<file path="src/rtl/bp_cce_hybrid_req_merge_pkg.sv">
// Shared types for the hybrid CCE request merge: LCE request header layout and merge FSM states.
package bp_cce_hybrid_req_merge_pkg;

    localparam int lce_data_width_gp = 64;

    typedef struct packed {
        logic [2:0]  msg_type;
        logic [2:0]  size;
        logic [39:0] addr;
        logic [7:0]  lce_id;
    } bp_bedrock_lce_req_header_s;

    localparam int lce_req_msg_header_width_gp = $bits(bp_bedrock_lce_req_header_s);

    typedef enum logic [1:0] {
        e_ready,
        e_header,
        e_data
    } bp_cce_hybrid_req_merge_state_e;

endpackage

</file>
<file path="src/rtl/bp_cce_hybrid_req_merge.sv">
// Merges pending-queue replays and fresh LCE requests into one burst stream, locking the source per message.
// Optional starvation guard for fresh requests: define BP_CCE_HYBRID_REQ_MERGE_FAIR_EN.
module bp_cce_hybrid_req_merge
    import bp_cce_hybrid_req_merge_pkg::*;
#(
    parameter int lce_data_width_p = lce_data_width_gp
`ifdef BP_CCE_HYBRID_REQ_MERGE_FAIR_EN
  , parameter int starve_limit_p = 4
`endif
  , localparam int lce_req_msg_header_width_lp = lce_req_msg_header_width_gp
) (
    input  logic                                   clk_i,
    input  logic                                   reset_n_i,

    input  logic [lce_req_msg_header_width_lp-1:0] pend_header_i,
    input  logic                                   pend_header_v_i,
    output logic                                   pend_header_yumi_o,
    input  logic                                   pend_has_data_i,
    input  logic [lce_data_width_p-1:0]            pend_data_i,
    input  logic                                   pend_data_v_i,
    output logic                                   pend_data_yumi_o,
    input  logic                                   pend_last_i,

    input  logic [lce_req_msg_header_width_lp-1:0] new_header_i,
    input  logic                                   new_header_v_i,
    output logic                                   new_header_ready_and_o,
    input  logic                                   new_has_data_i,
    input  logic [lce_data_width_p-1:0]            new_data_i,
    input  logic                                   new_data_v_i,
    output logic                                   new_data_ready_and_o,
    input  logic                                   new_last_i,

    output logic [lce_req_msg_header_width_lp-1:0] lce_req_header_o,
    output logic                                   lce_req_header_v_o,
    input  logic                                   lce_req_header_ready_and_i,
    output logic                                   lce_req_has_data_o,
    output logic [lce_data_width_p-1:0]            lce_req_data_o,
    output logic                                   lce_req_data_v_o,
    input  logic                                   lce_req_data_ready_and_i,
    output logic                                   lce_req_last_o,

    output logic                                   grant_pend_o,
    output logic                                   busy_o
);

    bp_cce_hybrid_req_merge_state_e state_r, state_n;
    logic src_r, src_n;
    logic sel_pend, sel_hdr_v, hdr_phase, in_data, hdr_hs, data_hs, prefer_new;

`ifdef BP_CCE_HYBRID_REQ_MERGE_FAIR_EN
    localparam int cnt_width_lp = $clog2(starve_limit_p + 1);
    logic [cnt_width_lp-1:0] starve_cnt_r;

    assign prefer_new = (starve_cnt_r == cnt_width_lp'(starve_limit_p)) & new_header_v_i;

    // Counts pending grants that overtook a waiting fresh request
    always_ff @(posedge clk_i or negedge reset_n_i) begin
        if (!reset_n_i) begin
            starve_cnt_r <= '0;
        end else if (hdr_hs & ~sel_pend) begin
            starve_cnt_r <= '0;
        end else if (pend_header_yumi_o & new_header_v_i
                     & (starve_cnt_r != cnt_width_lp'(starve_limit_p))) begin
            starve_cnt_r <= starve_cnt_r + cnt_width_lp'(1);
        end
    end
`else
    assign prefer_new = 1'b0;
`endif

    // Outside e_ready the source is locked so a burst never interleaves
    assign sel_pend  = (state_r == e_ready) ? (pend_header_v_i & ~prefer_new) : src_r;
    assign sel_hdr_v = sel_pend ? pend_header_v_i : new_header_v_i;
    assign hdr_phase = reset_n_i & (state_r != e_data);
    assign in_data   = reset_n_i & (state_r == e_data);

    assign lce_req_header_v_o     = hdr_phase & sel_hdr_v;
    assign hdr_hs                 = lce_req_header_v_o & lce_req_header_ready_and_i;
    assign pend_header_yumi_o     = hdr_hs & sel_pend;
    assign new_header_ready_and_o = hdr_phase & lce_req_header_ready_and_i & ~sel_pend;

    assign lce_req_data_v_o     = in_data & (src_r ? pend_data_v_i : new_data_v_i);
    assign data_hs              = lce_req_data_v_o & lce_req_data_ready_and_i;
    assign pend_data_yumi_o     = data_hs & src_r;
    assign new_data_ready_and_o = in_data & lce_req_data_ready_and_i & ~src_r;

    assign lce_req_header_o   = sel_pend ? pend_header_i   : new_header_i;
    assign lce_req_has_data_o = sel_pend ? pend_has_data_i : new_has_data_i;
    assign lce_req_data_o     = sel_pend ? pend_data_i     : new_data_i;
    assign lce_req_last_o     = sel_pend ? pend_last_i     : new_last_i;

    assign grant_pend_o = reset_n_i & sel_pend;
    assign busy_o       = (state_r != e_ready);

    always_ff @(posedge clk_i or negedge reset_n_i) begin
        if (!reset_n_i) begin
            state_r <= e_ready;
            src_r   <= 1'b0;
        end else begin
            state_r <= state_n;
            src_r   <= src_n;
        end
    end

    // A stalled header parks in e_header so the chosen source stays stable until accepted
    always_comb begin
        state_n = state_r;
        src_n   = src_r;
        case (state_r)
            e_ready: begin
                if (lce_req_header_v_o) begin
                    src_n = sel_pend;
                    if (!hdr_hs) begin
                        state_n = e_header;
                    end else if (lce_req_has_data_o) begin
                        state_n = e_data;
                    end
                end
            end
            e_header: begin
                if (hdr_hs) begin
                    state_n = lce_req_has_data_o ? e_data : e_ready;
                end
            end
            e_data: begin
                if (data_hs & lce_req_last_o) begin
                    state_n = e_ready;
                end
            end
            default: begin
                state_n = e_ready;
            end
        endcase
    end

endmodule
</file>
<file path="config.mk">
export PLATFORM = sky130hd
export DESIGN_NAME = bp_cce_hybrid_req_merge
export DESIGN_NICKNAME = d
export VERILOG_FILES = /design/src/rtl/bp_cce_hybrid_req_merge_pkg.sv /design/src/rtl/bp_cce_hybrid_req_merge.sv
export SDC_FILE = /design/constraint.sdc
export NUM_CORES = 1
export LEC_CHECK = 0
export BUFFER_PORTS_ARGS = -buffer_cell sky130_fd_sc_hd__buf_2
export CORE_AREA = 2 2 148 150
export DETAILED_ROUTE_END_ITERATION = 8
export DIE_AREA = 0 0 150 152
export SYNTH_ARGS = -nofsm -noshare
export SYNTH_HDL_FRONTEND = slang
export SYNTH_SLANG_ARGS = --single-unit
</file>
<file path="constraint.sdc">
create_clock -name clk_i -period 2.6 [get_ports clk_i]
set_input_delay 0.39 -clock clk_i [delete_from_list [all_inputs] [get_ports clk_i]]
set_output_delay 0.39 -clock clk_i [all_outputs]
set_load 0.01 [all_outputs]
</file>
Word-level counts from Yosys, hierarchy flattened --
Cells that the tools add are included.
Cells by class: reduce and logical (&&, ||, !) cells 4, bitwise gates (word level) 16, multiplexer cells 14, eq/ne operators 7
Operators with widths (number):
- 2-to-1 mux 64 bit | 1
- 2-to-1 mux 54 bit | 1
- AND 1 bit | 14
- 2-to-1 mux 2 bit | 6
- != test 2 bit, second input constant | 3
- case mux 2 bit (3 select lines) | 1
- 2-to-1 mux 1 bit | 5
- AND reduction 4 bit | 1
- != test 3 bit, second input constant | 1
- == test 2 x 1 -> 1 bit, second input constant | 1
- == test 2 bit, second input constant | 1
- logical NOT 2 bit | 1
- != test 2 x 1 -> 1 bit, second input constant | 1
- inverter 1 bit | 2
- AND reduction 2 bit | 1
- nonzero test 2 bit | 1
Storage, ports and cells: input bits 248, logic and storage cells 43, register bits after elaboration 3, output and inout port bits 128

Logic depth before layout (Yosys ltp) --
depth in word-level cells 8, gate-level depth with buffers 5, mapped depth without buffers 4

Worst setup path before layout --
Ideal clock, no wire load.
kind reg-to-output, start register state_r[1], end output lce_req_data_o[54], data required time 2.210 ns, buffers on the path 2, data arrival time 1.590 ns, slack 0.620 ns, cell stages (with the launch flop) 6, path through dfrtp_1 nor2_4 mux2i_4 buf_12 buf_8 mux2_4
On the way: cells in the longest elaborated chain, start to end 3
RTL lines:
- from (decl) | line bp_cce_hybrid_req_merge.sv:46 | bp_cce_hybrid_req_merge_state_e state_r, state_n;
- from (signal assigned) | line bp_cce_hybrid_req_merge.sv:97 | state_r <= e_ready;
- from (signal assigned) | line bp_cce_hybrid_req_merge.sv:100 | state_r <= state_n;
- logical NOT 2 bit | line bp_cce_hybrid_req_merge.sv:72 | assign sel_pend = (state_r == e_ready) ? (pend_header_v_i & ~prefer_new) : src_r;
- 2-to-1 mux 1 bit | line bp_cce_hybrid_req_merge.sv:72
- 2-to-1 mux 64 bit | line bp_cce_hybrid_req_merge.sv:89 | assign lce_req_data_o = sel_pend ? pend_data_i : new_data_i;
- to (decl) | line bp_cce_hybrid_req_merge.sv:37 | output logic [lce_data_width_p-1:0] lce_req_data_o,
Every way passes these cells.

Worst setup path in the final report --
start register state_r[1], end output lce_req_header_o[50]
On the way: cells in the longest elaborated chain, start to end 3
RTL lines:
- logical NOT 2 bit | line bp_cce_hybrid_req_merge.sv:72
- 2-to-1 mux 1 bit | line bp_cce_hybrid_req_merge.sv:72
- 2-to-1 mux 54 bit | line bp_cce_hybrid_req_merge.sv:87 | assign lce_req_header_o = sel_pend ? pend_header_i : new_header_i;
- to (decl) | line bp_cce_hybrid_req_merge.sv:33 | output logic [lce_req_msg_header_width_lp-1:0] lce_req_header_o,
Every way passes these cells.

==> results.py <==
metrics = {
    "global_routing": {
        "grtUsageTotal_pct": 9.46,
        "grt_pass1_vias": 2871,
        "grt_pass1_wl_mm": 16.3,
        "grt_max_degree": 63,
        "grt-ovfl-total": 0,
        "antenna_found_initial": 0,
    },
    "placed_design": {
        "numPortBuffers": 375,
        "gp_congestion": 0.866,
        "placed_area_um2": 4190,
        "dp_hpwl_mm": 11.3,
    },
    "routing": {
        "drtIter0Drc": 53,
        "wirelength_mm": 12.1,
        "via_count": 2849,
        "ant_nets": 0,
        "routedWlPerCell_um": 14.9,
        "drc": 0,
        "via_per_inst": 3.50,
        "first_pass_iters": 3,
    },
    "cts": {
        "cts-root-buf": "clkbuf_16",
        "cts_made_buffers": 3,
        "htree_levels": 1,
        "cts.repair.resized": 0,
        "cts.sinks": 3,
        "clk_latency_ns": 0.22,
        "cts.clk_slew.worst_paths_ns": 0.03,
        "cts_tree": "done",
        "cts_setup_buffers": 0,
        "ctsHoldBuffers": 0,
        "cts_buffer_depth": 2,
    },
    "power": {
        "p_per_area_nw_per_um2": 850,
        "vdd_ir_drop_max_v": 0.000389,
        "leakagePower_uw": 0.00246,
    },
    "timing": {
        "setup_viol": 0,
        "tightest_slew_ns": 0.423,
        "setup_tns_ns": 0,
        "hold_slack_ns": 0.0195,
        "rsz0062_at_grt": "true",
        "hold_violations": 0,
        "fin_skew_ns": 0.000187,
        "fmaxAchievable_mhz": 397,
        "fin_crit_sh_pct": 96.9,
        "slew-limit-headroom_pct": 71.8,
        "slew_violations": 0,
        "fin_crit_ns": 2.52,
    },
    "yosys": {
        "synth.most_common_cell": "mux2_4",
        "syn_area_um2": 2140,
        "synth_flop_cell": "dfrtp_1",
        "synth_area_leaders": "mux2_4, mux2_2, buf_12",
        "yosysTopAreaCell": "mux2_4",
        "synth_common_cells": "mux2_4, mux2_2, buf_12, buf_4",
        "synth_edf_count": 0,
        "yosys_register_bits": 3,
        "ys_types": 25,
        "synth_fp_nets": 415,
        "syn_avg_cell_area_um2": 12.8,
        "ys.warnings.count": 0,
        "syn_inst": 167,
        "synthArstFlopShare_pct": 100,
        "ys_seq_area_share_pct": 3.51,
        "synth_top_area_share_pct": 54.1,
    },
    "floorplan": {
        "die_x_um": 150,
        "die_area_um2": 22800,
        "dieHeight_um": 152,
        "core_um2": 21400,
        "start_util_pct": 10.0,
        "io_pins": 376,
        "rows": 54,
    },
    "setup_path": {
        "arrival_ns": 2.13,
        "crit_required_ns": 2.21,
        "critPathLaunchType": "flip-flop",
        "worstSetupPathType": "reg -> out",
        "crit_fanout": 62,
        "endpoint_kind": "output pin",
    },
    "min_path": {
        "hp-class": "in -> async",
    },
    "layout": {
        "antenna_cells": 0,
        "fillers": 2370,
        "fin_area_um2": 4290,
        "fin_nets": 782,
        "synthToLayoutAreaGrowth_pct": 101,
        "drive_gt1_share_pct": 94.7,
    },
    "flow_run": {
        "maxCapViolations": 0,
    },
    "outcome": {
        "status": "complete, no violations",
    },
}
## cell usage in the layout, fill, tap and decap left out
master	n
dfrtp_1	3
buf_2	373
mux2i_4	1
and2_1	1
mux2_4	77
nand3_1	1
nor2b_1	3
inv_1	1
nor3_1	3
a21oi_1	1
mux2_2	45
and3_1	3
clkbuf_1	1
a32o_1	2
nor2_4	1
buf_6	2
nor2_1	1
nand4_1	2
nand2b_1	1
nand2_1	3
and4_1	1
or2_2	1
mux2i_1	1
clkbuf_16	4
buf_12	1
## cell type report
class,count,area (um^2),share of cell area (%)
multi-input combinational,148,1840,43.0
tap,280,350,8.17
clock buffer,4,78.8,1.84
inverter,1,3.75,0.0876
sequential,3,75.1,1.75
timing repair buffer,377,1930,45.1
## metrics by stage
stage | instances | util, % | setup slack, ns | total power, uW
2_1_floorplan | 167 | - | 0.620 | 2690
3_3_place_gp | 809 | 19.6 | 0.323 | 3410
3_5_place_dp | 809 | 19.6 | 0.298 | 3430
4_1_cts | 813 | 20.0 | 0.0628 | 3680
5_1_grt | 813 | 20.1 | -0.0110 | 3890
6_report | 813 | 20.1 | 0.0798 | 3650
## where the power goes
| group | internal (uW) | switching, uW | leakage (uW) |
|---|---|---|---|
| logic | 1840 | 1460 | 0.00239 |
| registers | 65.7 | 36.0 | 0.0000364 |
| clock network | 202 | 40.6 | 0.0000382 |
## state kept, by name, indices dropped and copies added, names as in the netlist
signal / cells
state_r: 2
src_r: 1
## cells by family after synthesis
group,after synthesis,share of synthesized area (%)
compound gates,3,1.17
buf+inv,16,10.2
flops,3,3.51
simple gates,21,5.80
mux,124,79.3
## path summary, 6_finish.rpt
check                               start                   end  slack (ns)  depth (start not counted)
max                            state_r[1]  lce_req_header_o[50]        0.08                          5
min                             reset_n_i            state_r[0]        0.02                          1
max reg2reg                    state_r[1]            state_r[1]        0.61                          5
min reg2reg                    state_r[1]            state_r[0]        0.55                          1
max in group asynchronous       reset_n_i                 src_r        2.40                          1
min in group clk_i         new_header_v_i                 src_r        0.51                          3
## critical path: stages, from the launching register on
cell       delay (ns)
dfrtp_1          0.42
nor2_4           0.19
mux2i_4          0.32
clkbuf_16        0.39
mux2_4           0.36
buf_2            0.14
## metal layers
metal	routed length (um)	track usage [%]	part of all wire, %
met1	4580	10.5	38
met2	6400	19.6	53
met3	1100	0.841	9.1
met4	34	0.809	0.28
met5	0	0	0
(Power assumes the default switching activity.)
